[config.mk]
export PLATFORM = sky130hd
export DESIGN_NAME = aes_round_ctrl
export DESIGN_NICKNAME = d
export VERILOG_FILES = /design/src/rtl/aes_round_ctrl.sv
export SDC_FILE = /design/constraint.sdc
export NUM_CORES = 1
export LEC_CHECK = 0
export ABC_AREA = 0
export ABC_CLOCK_PERIOD_IN_PS = 4400
export CORE_MARGIN = 2
export CORE_UTILIZATION = 52
export CTS_CLUSTER_SIZE = 14
export DETAILED_ROUTE_END_ITERATION = 8
export GPL_ROUTABILITY_DRIVEN = 0
export PLACE_DENSITY_LB_ADDON = 0.1
export SLEW_MARGIN = 10
export SYNTH_ARGS = -nofsm -noshare
export SYNTH_HDL_FRONTEND = slang
export SYNTH_SLANG_ARGS = --single-unit
[constraint.sdc]
create_clock -name clk -period 4.4 [get_ports clk]
set_input_delay 0.88 -clock clk [delete_from_list [all_inputs] [get_ports clk]]
set_output_delay 0.88 -clock clk [all_outputs]
set_load 0.1 [all_outputs]
[src/rtl/aes_round_ctrl.sv]
// rtl/aes_round_ctrl.sv - sequencing controller for the iterative AES encryption round datapath
module aes_round_ctrl #(
  parameter int NROUNDS = 10,
  parameter int RW      = 4
) (
  input  logic          clk,
  input  logic          rst_n,
  input  logic          in_valid,
  output logic          in_ready,
  input  logic          dp_stall,
  output logic          dp_load,
  output logic          dp_round_en,
  output logic          dp_final,
  output logic [RW-1:0] round_idx,
  output logic [7:0]    rcon,
  output logic          out_valid,
  input  logic          out_ready,
  output logic          busy
);

  // Only the three AES key sizes are meaningful; anything else must not build.
  if (!(NROUNDS == 10 || NROUNDS == 12 || NROUNDS == 14)) begin : g_bad_nrounds
    $error("aes_round_ctrl: NROUNDS must be 10, 12 or 14");
  end
  if ((1 << RW) <= NROUNDS) begin : g_bad_rw
    $error("aes_round_ctrl: RW too narrow to hold NROUNDS");
  end

  typedef enum logic [1:0] {
    S_IDLE  = 2'd0,
    S_LOAD  = 2'd1,
    S_ROUND = 2'd2,
    S_HOLD  = 2'd3
  } state_e;

  localparam logic [RW-1:0] LAST = RW'(NROUNDS);

  state_e        state_q, state_d;
  logic [RW-1:0] cnt_q, cnt_d;
  logic [7:0]    rcon_q, rcon_d;

  // GF(2^8) multiply by x, reduced by the AES polynomial.
  function automatic logic [7:0] xtime(input logic [7:0] b);
    return {b[6:0], 1'b0} ^ (b[7] ? 8'h1b : 8'h00);
  endfunction

  // State, round counter and Rcon registers; reset parks the FSM in IDLE.
  always_ff @(posedge clk or negedge rst_n) begin
    if (!rst_n) begin
      state_q <= S_IDLE;
      cnt_q   <= '0;
      rcon_q  <= 8'h01;
    end else begin
      state_q <= state_d;
      cnt_q   <= cnt_d;
      rcon_q  <= rcon_d;
    end
  end

  // Next-state logic and combinational output decode.
  always_comb begin
    state_d     = state_q;
    cnt_d       = cnt_q;
    rcon_d      = rcon_q;
    in_ready    = 1'b0;
    dp_load     = 1'b0;
    dp_round_en = 1'b0;
    dp_final    = 1'b0;
    round_idx   = '0;
    rcon        = 8'h00;
    out_valid   = 1'b0;
    busy        = (state_q != S_IDLE);

    unique case (state_q)
      S_IDLE: begin
        in_ready = 1'b1;
        if (in_valid) begin
          state_d = S_LOAD;
          cnt_d   = '0;
        end
      end

      S_LOAD: begin
        dp_load = !dp_stall;
        if (!dp_stall) begin
          state_d = S_ROUND;
          cnt_d   = RW'(1);
          rcon_d  = 8'h01;
        end
      end

      S_ROUND: begin
        round_idx   = cnt_q;
        rcon        = rcon_q;
        dp_round_en = !dp_stall;
        dp_final    = (cnt_q == LAST) && !dp_stall;
        if (!dp_stall) begin
          if (cnt_q < LAST) begin
            cnt_d  = cnt_q + RW'(1);
            rcon_d = xtime(rcon_q);
          end else begin
            state_d = S_HOLD;
          end
        end
      end

      S_HOLD: begin
        // A waiting request can be taken in the same cycle the result drains.
        out_valid = 1'b1;
        in_ready  = out_ready;
        if (out_ready) begin
          if (in_valid) begin
            state_d = S_LOAD;
            cnt_d   = '0;
          end else begin
            state_d = S_IDLE;
          end
        end
      end

      default: state_d = S_IDLE;
    endcase
  end

endmodule

# Word-level counts from Yosys, hierarchy flattened
# Index checks and enable logic that the tools add are counted.
classes:
  n_eq_ne: 10
  n_reduce_logical: 8
  n_bitwise: 1
  addsub: 1
  n_mux: 25
  n_lt_le_gt_ge: 1
ops:
  columns: ["op", "count"]
  rows:
  - ["two-way mux 8 bit", 4]
  - ["two-way mux 4 bit", 6]
  - ["case mux 4 bit (4 select lines)", 1]
  - ["case mux 8 bit (2 select lines)", 1]
  - ["!= test 2 bit (second input constant)", 6]
  - ["two-way mux 2 bit", 5]
  - ["case mux 2 bit (4 select lines)", 1]
  - ["AND reduction 4 bit", 2]
  - ["bitwise XOR 8 x 5 -> 8 bit", 1]
  - ["two-way mux 1 bit", 5]
  - ["two-way mux 5 bit", 1]
  - ["AND reduction 5 bit", 1]
  - ["adder 4 x 1 -> 4 bit (second input constant)", 1]
  - ["== test 2 bit (second input constant)", 2]
  - ["== test 4 bit (second input constant)", 1]
  - ["< comparator 4 bit (second input constant)", 1]
  - ["nonzero test 2 bit", 2]
  - ["== test 2 x 1 -> 1 bit (second input constant)", 1]
  - ["logical NOT 2 bit", 1]
  - ["case mux 1 bit (2 select lines)", 1]
  - ["logical AND 1 bit", 1]
  - ["logical NOT 1 bit", 1]
totals:
  ff_bits: 14

# Depth between registers and ports, before layout
# Gate-level depths: netlist of the first run.
depth:
  depth_word: 5
  depth_mapped: 7
  depth_no_buf: 6

# Worst setup path after synthesis of the first run
# No wires, ideal clock.
synth_timing:
  path_kind: "register -> output"
  start: "register state_q[1]"
  end: "output in_ready"
  required_time_ns: 3.520
  slack_ns: 0.857
  n_path_buf: 0
  arrival_ns: 2.663
  stages_incl_launch_ff: 4
  cell_sequence: "dfrtp_1 > ha_1 > a21oi_1 > nor2_1"
synth_between:
  elab_chain_len: 2
  word_cells_on_any_way: 3
  cone_classes: "eq/ne: 1; mux: 1; reduce/logical: 1"
synth_rtl:
  columns: ["item", "line_no", "source"]
  rows:
  - ["start: declaration", "38", "state_e state_q, state_d;"]
  - ["start signal: assignment", "54", "state_q <= state_d;"]
  - ["== test 2 bit or logical NOT 2 bit (tied branches)", "74", "unique case (state_q)"]
  - ["case mux 1 bit (2 select lines) (*)", "74", null]
  - ["end: declaration", "9", "output logic in_ready,"]
# Every way passes the cells marked *; elsewhere a longest branch is shown, timed or not.

# Worst setup path in the final report of the first run
layout_timing:
  start: "register state_q[0]"
  end: "output dp_final"
layout_between:
  elab_chain_len: 2
layout_rtl:
  columns: ["item", "line_no", "source"]
  rows:
  - ["== test 2 bit", "74", null]
  - ["two-way mux 1 bit", "74", null]
  - ["end: declaration", "13", "output logic dp_final,"]
# No other way between the ends.

==> results of run 1 <==
[worst register-to-register path, stage by stage, from the launching register on]
cell     delay, ns
dfrtp_1       0.42
inv_1         0.13
ha_1          0.64
nor2_1        0.17
nor3_4        0.44
mux2_2        0.39
[sequential cells by signal, summed over array words and instances (netlist names)]
register,flops
cnt_q,4
state_q,2
rcon_q,8
[layer usage]
layer | vias to the layer above | wire, µm | global-route usage [%]
li1 | 374 | - | -
met5 | - | 0 | 0
met3 | 0 | 90 | 6.92
met2 | 17 | 758 | 26.0
met4 | 0 | 0 | 3.33
met1 | 330 | 836 | 24.0
[synth_stat cells (all sizes together)]
| library cell | count | area share [%] |
|---|---|---|
| and2 | 13 | 8.5 |
| dfrtp | 13 | 34 |
| o21ai | 10 | 5.6 |
| inv | 9 | 3.5 |
| ha | 7 | 9.1 |
| nand2 | 6 | 2.3 |
| buf | 5 | 4.3 |
| nand3 | 5 | 2.6 |
| nor2 | 5 | 2.2 |
| mux2 | 4 | 4.7 |
| nor2b | 3 | 2.0 |
| xor2 | 3 | 2.7 |
| a21oi | 2 | 1.0 |
| clkbuf | 2 | 0.78 |
| nand2b | 2 | 1.3 |
| a2bb2oi | 1 | 0.91 |
| a31oi | 1 | 1.3 |
| and4bb | 1 | 1.3 |
| dfstp | 1 | 2.7 |
| nand3b | 1 | 0.78 |
| nand4b | 1 | 2.5 |
| nor3 | 1 | 1.7 |
| o2111ai | 1 | 0.91 |
| o211a | 1 | 1.0 |
| o22a | 1 | 0.91 |
| o31ai | 1 | 0.78 |
| or3 | 1 | 0.65 |
[metrics by stage]
stage          cell area (µm²)  power (µW)  util, %  hold slack, ns
4_1_cts                   1160         812     67.2           0.516
6_report                  1160         802     67.2           0.506
3_5_place_dp              1120         719     65.1           0.496
2_1_floorplan              961         627        -           0.473
3_3_place_gp              1120         711     65.1           0.488
5_1_grt                   1160         858     67.2           0.536
[final cells by class]
class,instances,area (µm²),share of cell area (%)
timing repair buffer,22,180,15.5
multi-input combinational,71,527,45.4
tap,25,31.3,2.70
inverter,9,33.8,2.91
clock buffer,4,36.3,3.13
sequential,14,352,30.3
[how the worst max path moves through the flow]
stage	startpoint	slack [ns]	cells past startpoint	to
after floorplan	state_q[1]	0.86	3	in_ready
after global placement	dp_stall	1.50	3	dp_final
after detailed placement	dp_stall	1.49	3	dp_final
after CTS	state_q[0]	1.27	5	dp_final
after global routing	state_q[0]	1.12	5	dp_final
final	state_q[0]	1.31	5	dp_final
[power groups by stage]
stage | Sequential (µW) | Clock [µW] | Combinational (µW)
after detailed placement | 186 | 0 | 533
after CTS | 183 | 94.2 | 534
after global routing | 188 | 101 | 569
after floorplan | 179 | 0 | 449
after global placement | 184 | 0 | 527
final | 183 | 91.1 | 528
[kinds of logic after synthesis]
| logic type | share of synthesized area, % |
|---|---|
| simple gates | 25.8 |
| compound gates | 12.5 |
| buf+inv | 8.59 |
| flops | 36.6 |
| fa+ha+maj | 9.11 |
| mux | 4.69 |
| xor+xnor | 2.73 |
==> flow_summary.html, run 1 <==
<table>
<tr><th>Metric</th><th>Value</th></tr>
<tr><th colspan="2">Worst setup path</th></tr>
<tr><td>Total buffers and inverters traversed by the critical path</td><td>2</td></tr>
<tr><td>CP max-delay cell</td><td>ha_1</td></tr>
<tr><td>Type of the setup path with the least slack</td><td>register to primary output</td></tr>
<tr><td>Capturing point of the worst reg2reg path</td><td>rcon_q[2]</td></tr>
<tr><td>Delay contributed by the slowest stage of the critical path</td><td>0.64 ns</td></tr>
<tr><td>Cell family with most CP delay</td><td>adder cells</td></tr>
<tr><td>Capturing element type of the critical path</td><td>primary output</td></tr>
<tr><td>Register-to-Register Path Depth</td><td>5</td></tr>
<tr><td>Critical path startpoint category</td><td>register</td></tr>
<tr><td>WP data arrival</td><td>2.21 ns</td></tr>
<tr><td>Worst R2R Setup Slack</td><td>2.09 ns</td></tr>
<tr><td>R2r startpoint</td><td>state_q[0]</td></tr>
<tr><td>Worst-path fanout max</td><td>24</td></tr>
<tr><td>CP Data Required Time</td><td>3.52 ns</td></tr>
<tr><td>Worst path cell trace</td><td>inv_1 &gt; ha_1 &gt; and2_1 &gt; and4bb_2 &gt; buf_4</td></tr>
<tr><th colspan="2">Pwr</th></tr>
<tr><td>Worst VDD drop</td><td>0.000350 V</td></tr>
<tr><td>Portion of total power attributed to the clock network</td><td>11.4%</td></tr>
<tr><td>Switching fraction of total power</td><td>55.7%</td></tr>
<tr><td>Power per cell area</td><td>691 mW/mm²</td></tr>
<tr><td>Share of total power in combinational logic</td><td>65.9%</td></tr>
<tr><td>Switching power</td><td>447 µW</td></tr>
<tr><td>Design internal power</td><td>355 µW</td></tr>
<tr><td>P_leak</td><td>0.000586 µW</td></tr>
<tr><td>Relative contribution of sequential cells to total power</td><td>22.8%</td></tr>
<tr><th colspan="2">Placement</th></tr>
<tr><td>Post-place setup slack</td><td>1.49 ns</td></tr>
<tr><td>Count of port buffers added during placement</td><td>22</td></tr>
<tr><td>Number of placed instances, taps included</td><td>141</td></tr>
<tr><td>Detail Placement HPWL</td><td>1240 µm</td></tr>
<tr><th colspan="2">Synth</th></tr>
<tr><td>Yosys warning total</td><td>0</td></tr>
<tr><td>Part of the Yosys area used for sequential elements</td><td>36.6%</td></tr>
<tr><td>Synthesis-stage register bit count</td><td>14</td></tr>
<tr><td>Synth Cell Area</td><td>961 µm²</td></tr>
<tr><td>Synth Instances</td><td>101</td></tr>
<tr><td>Netlist cell types</td><td>30</td></tr>
<tr><td>Number of nets in the synthesized netlist</td><td>113</td></tr>
<tr><td>Synthesized area divided by synthesized cell count</td><td>9.51 µm²</td></tr>
<tr><th colspan="2">Detailed routing</th></tr>
<tr><td>Drt pass-1 iters</td><td>2</td></tr>
<tr><td>Number of remaining DRC errors</td><td>0</td></tr>
<tr><td>Total vias in the final route</td><td>721</td></tr>
<tr><td>Average wire per cell in the routed design</td><td>11.6 µm</td></tr>
<tr><td>Wire length reported by the detailed router</td><td>1690 µm</td></tr>
<tr><td>Number of nets with antenna violations after detailed routing</td><td>0</td></tr>
<tr><td>Detailed router's first-iteration violation count</td><td>3</td></tr>
<tr><td>Vias per cell</td><td>4.97</td></tr>
<tr><th colspan="2">Clock network</th></tr>
<tr><td>Hold bufs inserted after CTS</td><td>0</td></tr>
<tr><td>Clock tree from TritonCTS</td><td>done</td></tr>
<tr><td>Max Buffers Root-to-Sink</td><td>2</td></tr>
<tr><td>Clock latency on the worst-skew pair</td><td>0.28 ns</td></tr>
<tr><td>CTS H-tree depth</td><td>1</td></tr>
<tr><td>CTS sink cnt</td><td>14</td></tr>
<tr><td>Total setup buffers inserted after CTS</td><td>0</td></tr>
<tr><td>Num CTS Buffers</td><td>3</td></tr>
<tr><td>CTS resizes</td><td>0</td></tr>
<tr><td>Clock input transition at the sequential cells of the worst setup and hold paths</td><td>0.08 ns</td></tr>
<tr><td>Root buffer cell</td><td>clkbuf_4</td></tr>
<tr><th colspan="2">Timing</th></tr>
<tr><td>Endpoints failing setup</td><td>0</td></tr>
<tr><td>RSZ-0062 raised after global routing</td><td>false</td></tr>
<tr><td>Slew @ Worst Pin</td><td>0.957 ns</td></tr>
<tr><td>Headroom to the max-slew limit</td><td>36.0%</td></tr>
<tr><td>Final slew viol count</td><td>0</td></tr>
<tr><td>Smallest setup slack after layout</td><td>1.31 ns</td></tr>
<tr><td>Fin crit period</td><td>3.09 ns</td></tr>
<tr><td>Total negative slack</td><td>0 ns</td></tr>
<tr><td>Maximum operating frequency</td><td>323 MHz</td></tr>
<tr><td>Fraction of the cycle the final worst path needs</td><td>70.3%</td></tr>
<tr><td>Setup clock skew after layout</td><td>0.00447 ns</td></tr>
<tr><td>Hold Vio Cnt, Final</td><td>0</td></tr>
<tr><th colspan="2">Worst hold path</th></tr>
<tr><td>Worst Hold Launch</td><td>rcon_q[6]</td></tr>
<tr><td>WHS Endpoint</td><td>rcon_q[6]</td></tr>
<tr><td>Hold Path Cell Cnt</td><td>1</td></tr>
<tr><td>Classification of the worst-slack hold path</td><td>register to register</td></tr>
<tr><th colspan="2">Floorplan</th></tr>
<tr><td>Die ar.</td><td>0.00221 mm²</td></tr>
<tr><td>Starting density of the core</td><td>55.7%</td></tr>
<tr><td>Site Rows</td><td>15</td></tr>
<tr><td>Die boundary height</td><td>47.0 µm</td></tr>
<tr><td>Top-Level Pins</td><td>23</td></tr>
<tr><td>Width of the die</td><td>47.0 µm</td></tr>
<tr><td>Floorplan core area</td><td>0.00173 mm²</td></tr>
<tr><th colspan="2">Outcome</th></tr>
<tr><td>Outcome</td><td>finished clean</td></tr>
<tr><th colspan="2">Global route</th></tr>
<tr><td>Total congestion overflow</td><td>0</td></tr>
<tr><td>Number of global-route vias before repair</td><td>584</td></tr>
<tr><td>Maximum number of pins on one net before global-route repair</td><td>25</td></tr>
<tr><td>GRT Total Usage</td><td>17.3%</td></tr>
<tr><td>Initial antenna violation count</td><td>0</td></tr>
<tr><td>First-pass GRT wire length</td><td>2590 µm</td></tr>
<tr><th colspan="2">Finish</th></tr>
<tr><td>Antenna fix cells</td><td>0</td></tr>
<tr><td>Commonest cells after routing, fill and taps aside</td><td>buf_4, and2_1, dfrtp_1</td></tr>
<tr><td>Post-synthesis to final-layout area growth</td><td>20.7%</td></tr>
<tr><td>Final Instance Count excl. Fillers</td><td>145</td></tr>
<tr><td>Ratio of cells with drive above 1 in the final layout</td><td>25.8%</td></tr>
<tr><td>Number of inserted filler cells in the final layout</td><td>162</td></tr>
<tr><td>Leading cell type in the layout, fill and taps excluded</td><td>buf_4</td></tr>
<tr><td>Post-layout nets</td><td>133</td></tr>
<tr><th colspan="2">Job</th></tr>
<tr><td>Reported max-cap violation count</td><td>0</td></tr>
</table>
Note: power is estimated with default switching activity, not from simulation.
==> inputs of run 2 (changes only) <==
ABC_CLOCK_PERIOD_IN_PS = 3000   (was 4400)
CORE_UTILIZATION = 48   (was 52)
clock period = 3 ns   (was 4.4 ns; I/O delays follow)
==> run 2 against run 1 <==
- routed wire length up 13%
- worst setup slack worse by 0.86 ns
- critical path depth unchanged
- cell count up 2.1%
- first-iteration DRC count rose to 5.0 times the previous value
- sequential share of layout area down 4.4 points
- critical path type unchanged
- die area up 7.6%
- clock-buffer cell count unchanged
- design area up 17%
- via count up 7.2%
- sequential power up 48%
- highest routed layer unchanged
- global-route usage up 0.76 points
==> flow_summary.html, run 2 (synthesis gave the netlist of run 1 again) <==
<table>
<tr><th>Metric</th><th>Value</th></tr>
<tr><th colspan="2">Timing</th></tr>
<tr><td>Final slew viol count</td><td>0 (unchanged)</td></tr>
<tr><td>Maximum operating frequency</td><td>392 MHz</td></tr>
<tr><td>Hold Vio Cnt, Final</td><td>0 (unchanged)</td></tr>
<tr><td>Fraction of the cycle the final worst path needs</td><td>85.1%</td></tr>
<tr><td>Total negative slack</td><td>0 ns (unchanged)</td></tr>
<tr><td>Setup clock skew after layout</td><td>0.00105 ns (-0.00342 ns)</td></tr>
<tr><td>Headroom to the max-slew limit</td><td>56.8% (+21 points)</td></tr>
<tr><td>Worst Hold Slack</td><td>0.521 ns (+0.0145 ns)</td></tr>
<tr><td>Endpoints failing setup</td><td>0 (unchanged)</td></tr>
<tr><td>Fin crit period</td><td>2.55 ns</td></tr>
<tr><td>Slew @ Worst Pin</td><td>0.646 ns (-0.311 ns)</td></tr>
<tr><td>RSZ-0062 raised after global routing</td><td>false</td></tr>
<tr><th colspan="2">Global route</th></tr>
<tr><td>First-pass GRT wire length</td><td>3420 µm (+32%)</td></tr>
<tr><td>Initial antenna violation count</td><td>0 (unchanged)</td></tr>
<tr><td>Number of global-route vias before repair</td><td>737 (+26%)</td></tr>
<tr><td>GRT Total Usage</td><td>18.1% (+0.76 points)</td></tr>
<tr><td>Maximum number of pins on one net before global-route repair</td><td>15 (-40%)</td></tr>
<tr><td>Total congestion overflow</td><td>0 (unchanged)</td></tr>
<tr><th colspan="2">Detailed routing</th></tr>
<tr><td>Number of nets with antenna violations after detailed routing</td><td>0 (unchanged)</td></tr>
<tr><td>Vias per cell</td><td>5.22 (+5.0%)</td></tr>
<tr><td>Total vias in the final route</td><td>773 (+7.2%)</td></tr>
<tr><td>Drt pass-1 iters</td><td>7 (+5)</td></tr>
<tr><td>Number of remaining DRC errors</td><td>0 (unchanged)</td></tr>
<tr><td>Detailed router's first-iteration violation count</td><td>15 (+12)</td></tr>
<tr><td>Average wire per cell in the routed design</td><td>12.9 µm (+11%)</td></tr>
<tr><td>Wire length reported by the detailed router</td><td>1910 µm (+13%)</td></tr>
<tr><th colspan="2">Floorplan</th></tr>
<tr><td>Starting density of the core</td><td>50.0% (-5.7 points)</td></tr>
<tr><td>Die ar.</td><td>0.00238 mm² (+7.6%)</td></tr>
<tr><td>Top-Level Pins</td><td>23 (unchanged)</td></tr>
<tr><td>Die boundary height</td><td>48.7 µm (+3.7%)</td></tr>
<tr><td>Floorplan core area</td><td>0.00192 mm² (+11%)</td></tr>
<tr><td>Site Rows</td><td>16 (+1)</td></tr>
<tr><td>Width of the die</td><td>48.7 µm (+3.7%)</td></tr>
<tr><th colspan="2">Finish</th></tr>
<tr><td>Ratio of cells with drive above 1 in the final layout</td><td>29.8% (+3.9 points)</td></tr>
<tr><td>Post-synthesis to final-layout area growth</td><td>41.1%</td></tr>
<tr><td>Register with the most flip-flops</td><td>rcon_q</td></tr>
<tr><td>FF+latch area</td><td>352 µm² (unchanged)</td></tr>
<tr><td>Leading cell type in the layout, fill and taps excluded</td><td>buf_12</td></tr>
<tr><td>Multi-input logic area</td><td>531 µm² (+0.71%)</td></tr>
<tr><td>Antenna fix cells</td><td>0 (unchanged)</td></tr>
<tr><td>Post-layout nets</td><td>134 (+0.75%)</td></tr>
<tr><td>Final core occ</td><td>70.6% (+3.4 points)</td></tr>
<tr><td>Flip-flop count of the largest register after layout</td><td>8 (unchanged)</td></tr>
<tr><td>Design Area, Final</td><td>0.00136 mm² (+17%)</td></tr>
<tr><td>Commonest cells after routing, fill and taps aside</td><td>buf_12, dfrtp_1, and2_1</td></tr>
<tr><td>Largest regs</td><td>rcon_q (8), cnt_q (4), state_q (2)</td></tr>
<tr><td>Number of inserted filler cells in the final layout</td><td>153 (-5.6%)</td></tr>
<tr><th colspan="2">Clock network</th></tr>
<tr><td>Clock input transition at the sequential cells of the worst setup and hold paths</td><td>0.09 ns (about the same)</td></tr>
<tr><td>CTS resizes</td><td>0 (unchanged)</td></tr>
<tr><td>Clock latency on the worst-skew pair</td><td>0.28 ns (about the same)</td></tr>
<tr><td>Max Buffers Root-to-Sink</td><td>2 (unchanged)</td></tr>
<tr><td>Hold bufs inserted after CTS</td><td>0 (unchanged)</td></tr>
<tr><td>Num CTS Buffers</td><td>3 (unchanged)</td></tr>
<tr><td>Root buffer cell</td><td>clkbuf_4</td></tr>
<tr><td>Clock tree from TritonCTS</td><td>done</td></tr>
<tr><td>CTS H-tree depth</td><td>1 (unchanged)</td></tr>
<tr><td>Total setup buffers inserted after CTS</td><td>0 (unchanged)</td></tr>
<tr><td>CTS sink cnt</td><td>14 (unchanged)</td></tr>
<tr><th colspan="2">Worst setup path</th></tr>
<tr><td>WP data arrival</td><td>1.95 ns (-0.26 ns)</td></tr>
<tr><td>Worst-path fanout max</td><td>12 (-50%)</td></tr>
<tr><td>Capturing element type of the critical path</td><td>primary output</td></tr>
<tr><td>Type of the setup path with the least slack</td><td>register to primary output</td></tr>
<tr><td>CP Data Required Time</td><td>2.40 ns (-1.12 ns)</td></tr>
<tr><td>Critical path startpoint category</td><td>register</td></tr>
<tr><th colspan="2">Outcome</th></tr>
<tr><td>Outcome</td><td>finished clean</td></tr>
<tr><th colspan="2">Placement</th></tr>
<tr><td>Standard cell area after detailed placement</td><td>0.00132 mm² (+17%)</td></tr>
<tr><td>Detail Placement HPWL</td><td>1450 µm (+17%)</td></tr>
<tr><td>Count of port buffers added during placement</td><td>22 (unchanged)</td></tr>
<tr><th colspan="2">Worst hold path</th></tr>
<tr><td>Classification of the worst-slack hold path</td><td>register to register</td></tr>
<tr><th colspan="2">Job</th></tr>
<tr><td>Reported max-cap violation count</td><td>0 (unchanged)</td></tr>
<tr><th colspan="2">Pwr</th></tr>
<tr><td>Worst VDD drop</td><td>0.000676 V (+93%)</td></tr>
<tr><td>Power consumption</td><td>1290 µW (+61%)</td></tr>
<tr><td>P_leak</td><td>0.000636 µW (+8.5%)</td></tr>
<tr><td>Power per cell area</td><td>950 mW/mm² (+37%)</td></tr>
</table>
run 2: worst max-delay path, cell delays in order, from the launching register on:
cell	delay, ns
dfrtp_1	0.42
inv_1	0.13
ha_1	0.42
and2_2	0.25
and4bb_2	0.27
buf_12	0.18
run 2: worst paths after layout:
path / from / slack (ns) / end / cells past startpoint
min in group asynchronous: rst_n / 0.71 / rcon_q[6] / 1
worst max-delay path: state_q[0] / 0.45 / dp_final / 5
worst min-delay path: rcon_q[5] / 0.52 / rcon_q[5] / 1
worst max register to register: state_q[0] / 0.78 / rcon_q[6] / 6
worst min register to register: rcon_q[5] / 0.52 / rcon_q[5] / 1
max in group asynchronous: rst_n / 1.88 / rcon_q[2] / 1
run 2: report_power, final:
part           internal [µW]  switching [µW]
sequential               229            41.1
combinational            295             584
clock                   73.8            65.5
total                    598             690
run 2: cell type report:
class / instances / share of cell area, %
inverters: 9 / 2.49
flip-flops and latches: 14 / 25.9
well taps: 27 / 2.49
repair buffers: 23 / 27.3
multi-input cells: 71 / 39.1
clock buffers: 4 / 2.68
run 2: layer usage:
metal	share of wire [%]	vias up	wire length [µm]	GRT usage (%)
li1	-	376	-	-
met1	48	376	922	26.1
met2	46	21	881	27.9
met3	5.3	0	102	3.70
met4	0	0	0	4.29
met5	0	-	0	0
run 2: metrics by stage:
stage / worst slack, ns / std cells
floorplan: 0.0425 / 101
global placement: 0.690 / 144
detailed placement: 0.691 / 144
CTS: 0.421 / 148
global route: 0.312 / 148
finish: 0.446 / 148
